===== src/rtl/regfile_write_arbiter.sv =====
// Write-side scheduler for the register file: two per-requester FIFOs, a
// round-robin arbiter feeding one registered RAM write port, and pending-write lookup.
module regfile_write_arbiter #(
    parameter int DATA_WIDTH = 32,
    parameter int ADDR_WIDTH = 8,
    parameter int FIFO_DEPTH = 2
) (
    input  logic                  clk,
    input  logic                  rst,
    input  logic                  req0_valid,
    output logic                  req0_ready,
    input  logic [ADDR_WIDTH-1:0] req0_addr,
    input  logic [DATA_WIDTH-1:0] req0_data,
    input  logic                  req1_valid,
    output logic                  req1_ready,
    input  logic [ADDR_WIDTH-1:0] req1_addr,
    input  logic [DATA_WIDTH-1:0] req1_data,
    output logic                  wr_en,
    output logic [ADDR_WIDTH-1:0] wr_addr,
    output logic [DATA_WIDTH-1:0] wr_data,
    input  logic [ADDR_WIDTH-1:0] rd_addr_a,
    input  logic [ADDR_WIDTH-1:0] rd_addr_b,
    output logic                  rd_pending_a,
    output logic                  rd_pending_b,
    output logic                  idle
);

    localparam int PTR_W = $clog2(FIFO_DEPTH);
    localparam int CNT_W = PTR_W + 1;

    typedef logic [ADDR_WIDTH-1:0] addr_t;
    typedef logic [DATA_WIDTH-1:0] data_t;
    typedef enum logic {REQ0 = 1'b0, REQ1 = 1'b1} req_t;

    logic [1:0]            in_valid;
    addr_t                 in_addr   [2];
    data_t                 in_data   [2];
    logic [1:0]            full;
    logic [1:0]            empty;
    logic [1:0]            push;
    logic [1:0]            pop;
    addr_t                 head_addr [2];
    data_t                 head_data [2];
    logic [FIFO_DEPTH-1:0] hit_a     [2];
    logic [FIFO_DEPTH-1:0] hit_b     [2];

    logic grant_any;
    req_t grant_sel;
    req_t last;

    assign in_valid   = {req1_valid, req0_valid};
    assign in_addr[0] = req0_addr;
    assign in_addr[1] = req1_addr;
    assign in_data[0] = req0_data;
    assign in_data[1] = req1_data;

    // Ready depends only on rst and the registered count, never on valid.
    assign req0_ready = !rst && !full[0];
    assign req1_ready = !rst && !full[1];

    for (genvar g = 0; g < 2; g++) begin : g_fifo
        logic [CNT_W-1:0]      count;
        logic [PTR_W-1:0]      wp;
        logic [PTR_W-1:0]      rp;
        logic [FIFO_DEPTH-1:0] occ;
        addr_t                 mem_addr [FIFO_DEPTH];
        data_t                 mem_data [FIFO_DEPTH];

        assign full[g]      = (count == CNT_W'(FIFO_DEPTH));
        assign empty[g]     = (count == '0);
        // Writes to register 0 are acknowledged but never enter the FIFO.
        assign push[g]      = in_valid[g] && !rst && !full[g] && (in_addr[g] != '0);
        assign head_addr[g] = mem_addr[rp];
        assign head_data[g] = mem_data[rp];

        always_ff @(posedge clk) begin
            if (rst) begin
                count <= '0;
                wp    <= '0;
                rp    <= '0;
                occ   <= '0;
            end else begin
                if (pop[g]) begin
                    rp      <= rp + PTR_W'(1);
                    occ[rp] <= 1'b0;
                end
                if (push[g]) begin
                    wp      <= wp + PTR_W'(1);
                    occ[wp] <= 1'b1;
                end
                count <= count + CNT_W'(push[g]) - CNT_W'(pop[g]);
            end
        end

        always_ff @(posedge clk) begin
            if (push[g]) begin
                mem_addr[wp] <= in_addr[g];
                mem_data[wp] <= in_data[g];
            end
        end

        for (genvar s = 0; s < FIFO_DEPTH; s++) begin : g_slot
            assign hit_a[g][s] = occ[s] && (mem_addr[s] == rd_addr_a);
            assign hit_b[g][s] = occ[s] && (mem_addr[s] == rd_addr_b);
        end
    end

    always_comb begin
        grant_any = !empty[0] || !empty[1];
        grant_sel = REQ0;
        if (!empty[0] && !empty[1]) begin
            grant_sel = (last == REQ0) ? REQ1 : REQ0;
        end else if (!empty[1]) begin
            grant_sel = REQ1;
        end
    end

    assign pop[0] = grant_any && (grant_sel == REQ0);
    assign pop[1] = grant_any && (grant_sel == REQ1);

    always_ff @(posedge clk) begin
        if (rst) begin
            wr_en   <= 1'b0;
            wr_addr <= '0;
            wr_data <= '0;
            last    <= REQ1;
        end else if (grant_any) begin
            wr_en   <= 1'b1;
            wr_addr <= (grant_sel == REQ1) ? head_addr[1] : head_addr[0];
            wr_data <= (grant_sel == REQ1) ? head_data[1] : head_data[0];
            last    <= grant_sel;
        end else begin
            wr_en   <= 1'b0;
        end
    end

    // The issued write stays pending until the RAM's write edge at the end of this cycle.
    assign rd_pending_a = (rd_addr_a != '0) &&
                          ((|hit_a[0]) || (|hit_a[1]) || (wr_en && (wr_addr == rd_addr_a)));
    assign rd_pending_b = (rd_addr_b != '0) &&
                          ((|hit_b[0]) || (|hit_b[1]) || (wr_en && (wr_addr == rd_addr_b)));

    assign idle = empty[0] && empty[1] && !wr_en;

endmodule


===== config.mk =====
export PLATFORM = sky130hd
export DESIGN_NAME = regfile_write_arbiter
export DESIGN_NICKNAME = d
export VERILOG_FILES = /design/src/rtl/regfile_write_arbiter.sv
export SDC_FILE = /design/constraint.sdc
export NUM_CORES = 1
export LEC_CHECK = 0
export CELL_PAD_IN_SITES_DETAIL_PLACEMENT = 1
export CELL_PAD_IN_SITES_GLOBAL_PLACEMENT = 1
export CORE_MARGIN = 2
export CORE_UTILIZATION = 45
export CTS_BUF_LIST = sky130_fd_sc_hd__clkbuf_2 sky130_fd_sc_hd__clkbuf_4 sky130_fd_sc_hd__clkbuf_8
export DETAILED_ROUTE_END_ITERATION = 10
export HOLD_SLACK_MARGIN = 0.08
export PLACE_DENSITY = 0.82
export SLEW_MARGIN = 0
export SYNTH_ARGS = -nofsm -noshare
export SYNTH_HDL_FRONTEND = slang
export SYNTH_SLANG_ARGS = --single-unit

===== constraint.sdc =====
create_clock -name clk -period 2.39 [get_ports clk]
set_input_delay 0.478 -clock clk [delete_from_list [all_inputs] [get_ports clk]]
set_output_delay 0.478 -clock clk [all_outputs]
set_load 0.05 [all_outputs]

==> reports/qor.yml, run 1 <==
route:
  post_drt_wl_per_cell_um: 22.3
  drt-vias-per-instance: 5.46
  drt_iter0_drc: 307
  detailroute.via_count: 6409
  drc: 0
  detail-route-antenna-nets: 0
  drt_pass1_iterations: 5
  postRouteWirelength_mm: 26.2
logic_synthesis:
  synth_cell_types: 36
  synth.cell_area_um2: 9130
  synthTopCellsByArea: "sky130_fd_sc_hd__edfxtp_1, sky130_fd_sc_hd__dfxtp_1, sky130_fd_sc_hd__xor2_1, sky130_fd_sc_hd__mux2i_1, sky130_fd_sc_hd__a211o_1"
  net_count_synth: 794
  synth_top_area_frac: 0.526
  synth.most_common_cell: "sky130_fd_sc_hd__edfxtp_1"
  area_share_of_fa_ha_maj_cells_after_synthesis: 0.00548
  synth.mux.area_fraction: 0.0439
  synth-xor-area-share: 0.0825
  synthFlopType: "sky130_fd_sc_hd__edfxtp_1"
  synth_top_cells_by_count: "sky130_fd_sc_hd__edfxtp_1, sky130_fd_sc_hd__xor2_1, sky130_fd_sc_hd__dfxtp_1"
  synth_cells: 690
  synth_warnings: 0
  main_combinational_cell_family_by_area_after_synthesis: "compound AO/OA/AOI/OAI gates"
  yosys.area_share.simple: 0.0848
  synth.yosys.seq_area_share: 0.649
  synthesis.area_per_instance_um2: 13.2
  synth_compound_gate_area_share: 0.105
  netlist.top_cell.by_area: "sky130_fd_sc_hd__edfxtp_1"
  synthArstFlopShare: 0
  synth-edff-count: 160
  synth-seq-cells: 216
hold_path:
  hold_depth: 3
  min-delay-path-class: "input port to flop"
outcome:
  violations: "setup timing"
  run_status: "finished with violations"
clocking:
  path_clk_slew_ps: 60
  clock-root-buffer: "sky130_fd_sc_hd__clkbuf_8"
  cts_hold_buffers: 0
  maximum_level_of_the_cts_h_tree: 2
  cts_buffer_depth: 3
  clk_latency_ps: 530
  clock_sinks: 216
  cts_tree: "built"
  cts_buffers: 37
sta:
  final-hold-violation-count: 0
  slew-limit-headroom: 0.525
  finalWorstPathRequiredPeriod_ps: 2660
  transition_at_the_pin_with_the_smallest_max_transition_slack_ps: 712
  fmaxAchievable_mhz: 376
  period_share: 1.11
  slew_violations: 0
  holdWs_ps: 427
  fin_ws_ps: -271
  grt_setup_unrepaired: "true"
  report.final.setup_viol: 2
  fin_worst_skew_ps: 16.9
power:
  switching_share: 0.382
  power_frac_comb: 0.382
  clock_power_share: 0.247
  powerDensity_nw_per_um2: 1150
  pwr-share-seq: 0.371
  leakagePower_nw: 4.31
  total_power_mw: 13.9
  intPower_mw: 8.60
  worst_ir_drop_vdd_mv: 0.730
  switching_power_mw: 5.32
critical_path:
  timing.critical_path.cells: "buf_4, xor2_1, nor4_1, nand3_1, nor4_2, o31a_1, buf_12"
  critical-path-max-stage-delay_ps: 460
  highest_net_fanout_along_the_worst_path: 3
  critical-path-top-delay-family: "simple AND/OR/NAND/NOR gates"
  arrival_time_at_the_worst_endpoint_ps: 2180
  cp.depth: 7
  crit_type: "flop to output pin"
  slowest_stage: "sky130_fd_sc_hd__edfxtp_1"
  timing.reg2reg.worst_path_depth: 4
  crit_buf_inv: 2
  timing.critical_path.from_type: "flop"
  timing.critical_path.to_type: "output pin"
  worst_ep_required_time_ps: 1910
global_route:
  grt_overflow: 0
  first_global_vias: 7264
  grt_start_max_net_pins: 60
  global_route.usage.total: 0.245
  number_of_antenna_violations_at_the_first_check_in_global_routing: 0
  grt_pass1_wl_mm: 40.4
floorplanning:
  die-area_um2: 21400
  row_count: 52
  initial_core_util: 0.456
  io-pin-count: 146
  dieHeight_um: 146
  floorplan.core_area_um2: 20000
  die_width_um: 146
run:
  max-cap-violations: 0
finish:
  postLayoutCellArea_um2: 12100
  nNetsFinal: 978
  antennaDiodeCount: 0
  drive_gt1_frac: 0.158
  stdcell_count: 1173
  area_growth_pct: 32.2
placement:
  numPortBuffers: 145
  dpl_worst_slack_ps: -387
  detailed_place.area_um2: 11200
  dp_hpwl_mm: 18.2
  post-place-cells: 1100
  gp_routability_congestion: 0.890
==> routing by layer <==
layer | vias up | wire (um) | global-route usage
met2 | 197 | 13600 | 0.441
met1 | 3238 | 10500 | 0.294
met5 | - | 0 | 0
met3 | 52 | 1440 | 0.0556
li1 | 2922 | - | -
met4 | 0 | 684 | 0.0767
==> path summary, 6_finish.rpt <==
path                                       from                            end  slack, ps
max          g_fifo[0].mem_addr[0][4]$_DFFE_PP_                   rd_pending_b       -270
min                                         rst  g_fifo[0].count[1]$_SDFF_PP0_        430
max reg2reg       g_fifo[1].count[1]$_SDFF_PP0_       wr_data[20]$_SDFFE_PP0N_        470
min reg2reg             wr_data[1]$_SDFFE_PP0N_        wr_data[1]$_SDFFE_PP0N_        460
==> sequential cells by signal (all words and copies together), names as in the netlist, named ones only <==
signal           flops
g_fifo.mem_data    128
g_fifo.mem_addr     32
wr_data             32
wr_addr              8
g_fifo.count         4
g_fifo.occ           4
g_fifo.rp            2
g_fifo.wp            2
last                 1
wr_en                1
==> final cells by class <==
type                       count  area (um2)
tap                          270         338
clock inverter                 7        48.8
sequential                   216        5930
clock buffer                  61         739
fill                        2030        7970
inverter                       7        33.8
timing repair buffer         198        1990
multi-input combinational    414        2990
==> metrics by stage <==
| step | setup TNS (ps) | utilization |
|---|---|---|
| floorplan | 0 | - |
| global placement | -784 | 0.559 |
| detailed placement | -2450 | 0.559 |
| CTS | -544 | 0.600 |
| global route | -711 | 0.602 |
| finish | -513 | 0.602 |
==> cells by family after synthesis <==
logic type,count (synthesis)
adder cells (fa/ha/maj),4
XOR/XNOR,86
AO/OA/AOI/OAI,137
flip-flops,216
AND/OR/NAND/NOR,147
multiplexers,40
buffers and inverters,60
==> power by group through the flow <==
stage	clock (mW)	sequential, mW	combinational, mW
3_5_place_dp	0	5.22	5.29
6_report	3.44	5.16	5.33
3_3_place_gp	0	5.18	5.08
2_1_floorplan	0	6.18	2.45
4_1_cts	3.51	5.16	5.35
5_1_grt	3.69	5.22	5.68
==> worst register-to-register path, delay by kind of cell, from the launching register on <==
kind / cells / cell delay, ps
flip-flops: 1 / 380
buffers and inverters: 1 / 650
AND/OR/NAND/NOR: 1 / 440
AO/OA/AOI/OAI: 2 / 330
==> cells in the final DEF (no fill, tap or decap), types with 5 or more instances in the layout <==
master | netlist | layout
sky130_fd_sc_hd__dlygate4sd2_1 | 0 | 10
sky130_fd_sc_hd__mux2i_1 | 40 | 40
sky130_fd_sc_hd__dfxtp_1 | 56 | 54
sky130_fd_sc_hd__buf_12 | 0 | 12
sky130_fd_sc_hd__a211oi_1 | 40 | 40
sky130_fd_sc_hd__clkdlybuf4s50_1 | 0 | 125
sky130_fd_sc_hd__xnor2_1 | 25 | 25
sky130_fd_sc_hd__nand2_1 | 46 | 46
sky130_fd_sc_hd__edfxtp_1 | 160 | 160
sky130_fd_sc_hd__nor3_1 | 7 | 7
sky130_fd_sc_hd__nor4_2 | 1 | 5
sky130_fd_sc_hd__nor2_1 | 9 | 9
sky130_fd_sc_hd__xor2_1 | 61 | 61
sky130_fd_sc_hd__clkbuf_4 | 0 | 16
sky130_fd_sc_hd__clkbuf_8 | 0 | 45
sky130_fd_sc_hd__buf_4 | 1 | 44
sky130_fd_sc_hd__a21oi_1 | 47 | 45
sky130_fd_sc_hd__nand4_1 | 8 | 8
sky130_fd_sc_hd__a211o_1 | 40 | 40
sky130_fd_sc_hd__nor4_1 | 19 | 14
sky130_fd_sc_hd__nor2b_1 | 43 | 43
==> repair_timing <==
item,4_1_cts,5_1_grt
endpoints found under the setup margin,3,2
setup buffers,3,2
resized for setup,13,8
pin swaps,7,2
Power figures use the tool's default switching activity.
==> run 2, diff against run 1 <==
--- a/config.mk
+++ b/config.mk
@@ -5,6 +5,7 @@
 export SDC_FILE = /design/constraint.sdc
 export NUM_CORES = 1
 export LEC_CHECK = 0
+export CAP_MARGIN = 15
 export CELL_PAD_IN_SITES_DETAIL_PLACEMENT = 1
 export CELL_PAD_IN_SITES_GLOBAL_PLACEMENT = 1
 export CORE_MARGIN = 2
==> results of run 2 <==
The final DEF is identical to that of run 1; final timing and power are the same.
==> run 3, diff against run 2 <==
--- a/config.mk
+++ b/config.mk
@@ -14,6 +14,7 @@
 export DETAILED_ROUTE_END_ITERATION = 10
 export HOLD_SLACK_MARGIN = 0.08
 export PLACE_DENSITY = 0.82
+export SETUP_SLACK_MARGIN = 0.15
 export SLEW_MARGIN = 0
 export SYNTH_ARGS = -nofsm -noshare
 export SYNTH_HDL_FRONTEND = slang
==> reports/qor.yml, run 3 (same netlist as run 1, synthesis figures left out) <==
outcome:
  run_status: "finished with violations"
  violations: "setup timing"
floorplanning:
  die_width_um: 146
  row_count: 52
  dieHeight_um: 146
  floorplan.core_area_um2: 20000
  die-area_um2: 21400
  io-pin-count: 146
  initial_core_util: 0.456
placement:
  dpl_worst_slack_ps: -357
  gp_routability_congestion: 0.901
  dp_hpwl_mm: 17.7
  numPortBuffers: 145
clocking:
  clk_latency_ps: 540
  cts_buffers: 37
  cts_hold_buffers: 0
  maximum_level_of_the_cts_h_tree: 2
  clock-root-buffer: "sky130_fd_sc_hd__clkbuf_8"
  cts_buffer_depth: 3
  clock_sinks: 216
  cts_tree: "built"
  path_clk_slew_ps: 60
sta:
  fin_ws_ps: -217
  fmaxAchievable_mhz: 384
  transition_at_the_pin_with_the_smallest_max_transition_slack_ps: 700
  final-hold-violation-count: 0
  report.final.setup_viol: 2
  slew_violations: 0
  finalWorstPathRequiredPeriod_ps: 2610
  totalNegativeSetupSlack_ps: -407
  slew-limit-headroom: 0.534
  grt_setup_unrepaired: "true"
  fin_worst_skew_ps: 15.5
  period_share: 1.09
power:
  worst_ir_drop_vdd_mv: 0.799
  leakagePower_nw: 4.43
  powerDensity_nw_per_um2: 1150
run:
  max-cap-violations: 0
hold_path:
  hold_depth: 2
  hold_end: "wr_data[1]$_SDFFE_PP0N_"
  min-delay-path-class: "flop to flop"
  min-delay-start: "wr_data[1]$_SDFFE_PP0N_"
finish:
  antennaDiodeCount: 0
  reg.largest.list: "g_fifo.mem_data: 128 flops, g_fifo.mem_addr: 32 flops, wr_data: 32 flops"
  nNetsFinal: 987
  most-common-layout-cells: "sky130_fd_sc_hd__edfxtp_1, sky130_fd_sc_hd__clkdlybuf4s50_1, sky130_fd_sc_hd__xor2_1, sky130_fd_sc_hd__dfxtp_1, sky130_fd_sc_hd__buf_4"
  flip_flop_count_of_the_largest_register_all_copies_and_words_added: 128
  final_util: 0.606
  registers.top_by_ff_count: "g_fifo.mem_data"
  area_growth_pct: 33.0
  drive_gt1_frac: 0.179
  mostFrequentLayoutCell: "sky130_fd_sc_hd__edfxtp_1"
global_route:
  number_of_antenna_violations_at_the_first_check_in_global_routing: 2
  grt_overflow: 0
  grtUsageMet1: 0.298
  use_met3: 0.0569
  global_route.usage.total: 0.248
  grt_pass1_wl_mm: 40.3
  grt_peak_use_layer: "met2"
  first_global_vias: 7089
  global_route.usage.met2: 0.438
  grt_start_max_net_pins: 65
critical_path:
  timing.critical_path.from_type: "flop"
  crit_type: "flop to output pin"
  crit_buf_inv: 1
  slowest_stage: "sky130_fd_sc_hd__dfxtp_2"
  arrival_time_at_the_worst_endpoint_ps: 2130
  timing.critical_path.cells: "xor2_1, nor4_1, nand4_1, and3_1, a22oi_2, buf_12"
  critical_path.reg2reg.startpoint: "g_fifo[0].count[1]$_SDFF_PP0_"
  timing.reg2reg.worst_path_depth: 7
  worst-r2r-setup-slack_ps: 360
  critical-path-top-delay-family: "simple AND/OR/NAND/NOR gates"
  worst_r2r_endpoint: "wr_addr[3]$_SDFFE_PP0N_"
  timing.critical_path.to_type: "output pin"
  worst_ep_required_time_ps: 1910
  highest_net_fanout_along_the_worst_path: 4
  critical-path-max-stage-delay_ps: 370
route:
  drt-vias-per-instance: 5.43
  detail-route-antenna-nets: 0
  drt_pass1_iterations: 4
  post_drt_wl_per_cell_um: 22.3
  drt_iter0_drc: 345
  postRouteWirelength_mm: 26.3
  drc: 0
  detailroute.via_count: 6423
[run 3: changes by cell type in the layout (fill, tap and decap cells not counted), moves of 3 or more]
cell,change
sky130_fd_sc_hd__dfxtp_2,+3
sky130_fd_sc_hd__dfxtp_1,-3
sky130_fd_sc_hd__dlygate4sd2_1,+13
sky130_fd_sc_hd__clkinv_2,+3
sky130_fd_sc_hd__clkbuf_4,+4
sky130_fd_sc_hd__clkdlybuf4s50_1,-13
sky130_fd_sc_hd__clkbuf_8,-5
sky130_fd_sc_hd__buf_4,+7
sky130_fd_sc_hd__clkinv_1,-3
[run 3: through the flow]
stage / std cells / hold WS [ps] / total power [mW] / cell area [um2]
global placement: 1100 / 443 / 10.3 / 11200
CTS: 1178 / 457 / 14.1 / 12100
finish: 1182 / 449 / 14.0 / 12100
floorplan: 690 / 433 / 8.63 / 9170
global route: 1182 / 480 / 14.6 / 12100
detailed placement: 1100 / 450 / 10.5 / 11200
[run 3: area by class of cell]
type / instances / area, um2
well taps: 270 / 338
fillers: 2060 / 7890
flip-flops and latches: 216 / 5930
repair buffers: 207 / 2050
inverters: 7 / 33.8
clock buffers: 60 / 701
multi-input cells: 414 / 3020
clock inverters: 8 / 78.8
[run 3: how the worst max path moves through the flow]
stage	start	end	slack, ps	depth (start not counted)
after floorplan	rd_addr_a[5]	rd_pending_a	110	6
after global placement	rd_addr_b[5]	rd_pending_b	-300	7
after detailed placement	rd_addr_a[4]	rd_pending_a	-360	7
after CTS	g_fifo[1].mem_addr[1][1]$_DFFE_PP_	rd_pending_a	-210	6
after global routing	wr_addr[1]$_SDFFE_PP0N_	rd_pending_a	-320	6
final	wr_addr[5]$_SDFFE_PP0N_	rd_pending_a	-220	6
[run 3: tightest hold or removal path: stages (launching register included)]
cell and delay (ps):
sky130_fd_sc_hd__dfxtp_1 300, sky130_fd_sc_hd__nand2_1 50, sky130_fd_sc_hd__a21oi_1 50
[run 3: power breakdown]
| part | internal (mW) | switching (mW) | total (mW) |
|---|---|---|---|
| combinational | 2.01 | 3.32 | 5.34 |
| clock | 1.98 | 1.50 | 3.48 |
| sequential | 4.64 | 0.504 | 5.14 |
[run 3: per-layer routing]
metal  wire length [um]  vias to the layer above
li1                   -                     2937
met1              10400                     3227
met2              13600                      191
met3               1510                       64
met4                798                        4
met5                 25                        -
[run 3: timing repair]
action                                  4_1_cts  5_1_grt
gates resized for setup                      31        9
setup buffers                                10        4
pin swaps                                     6        6
endpoints found under the setup margin       12        6
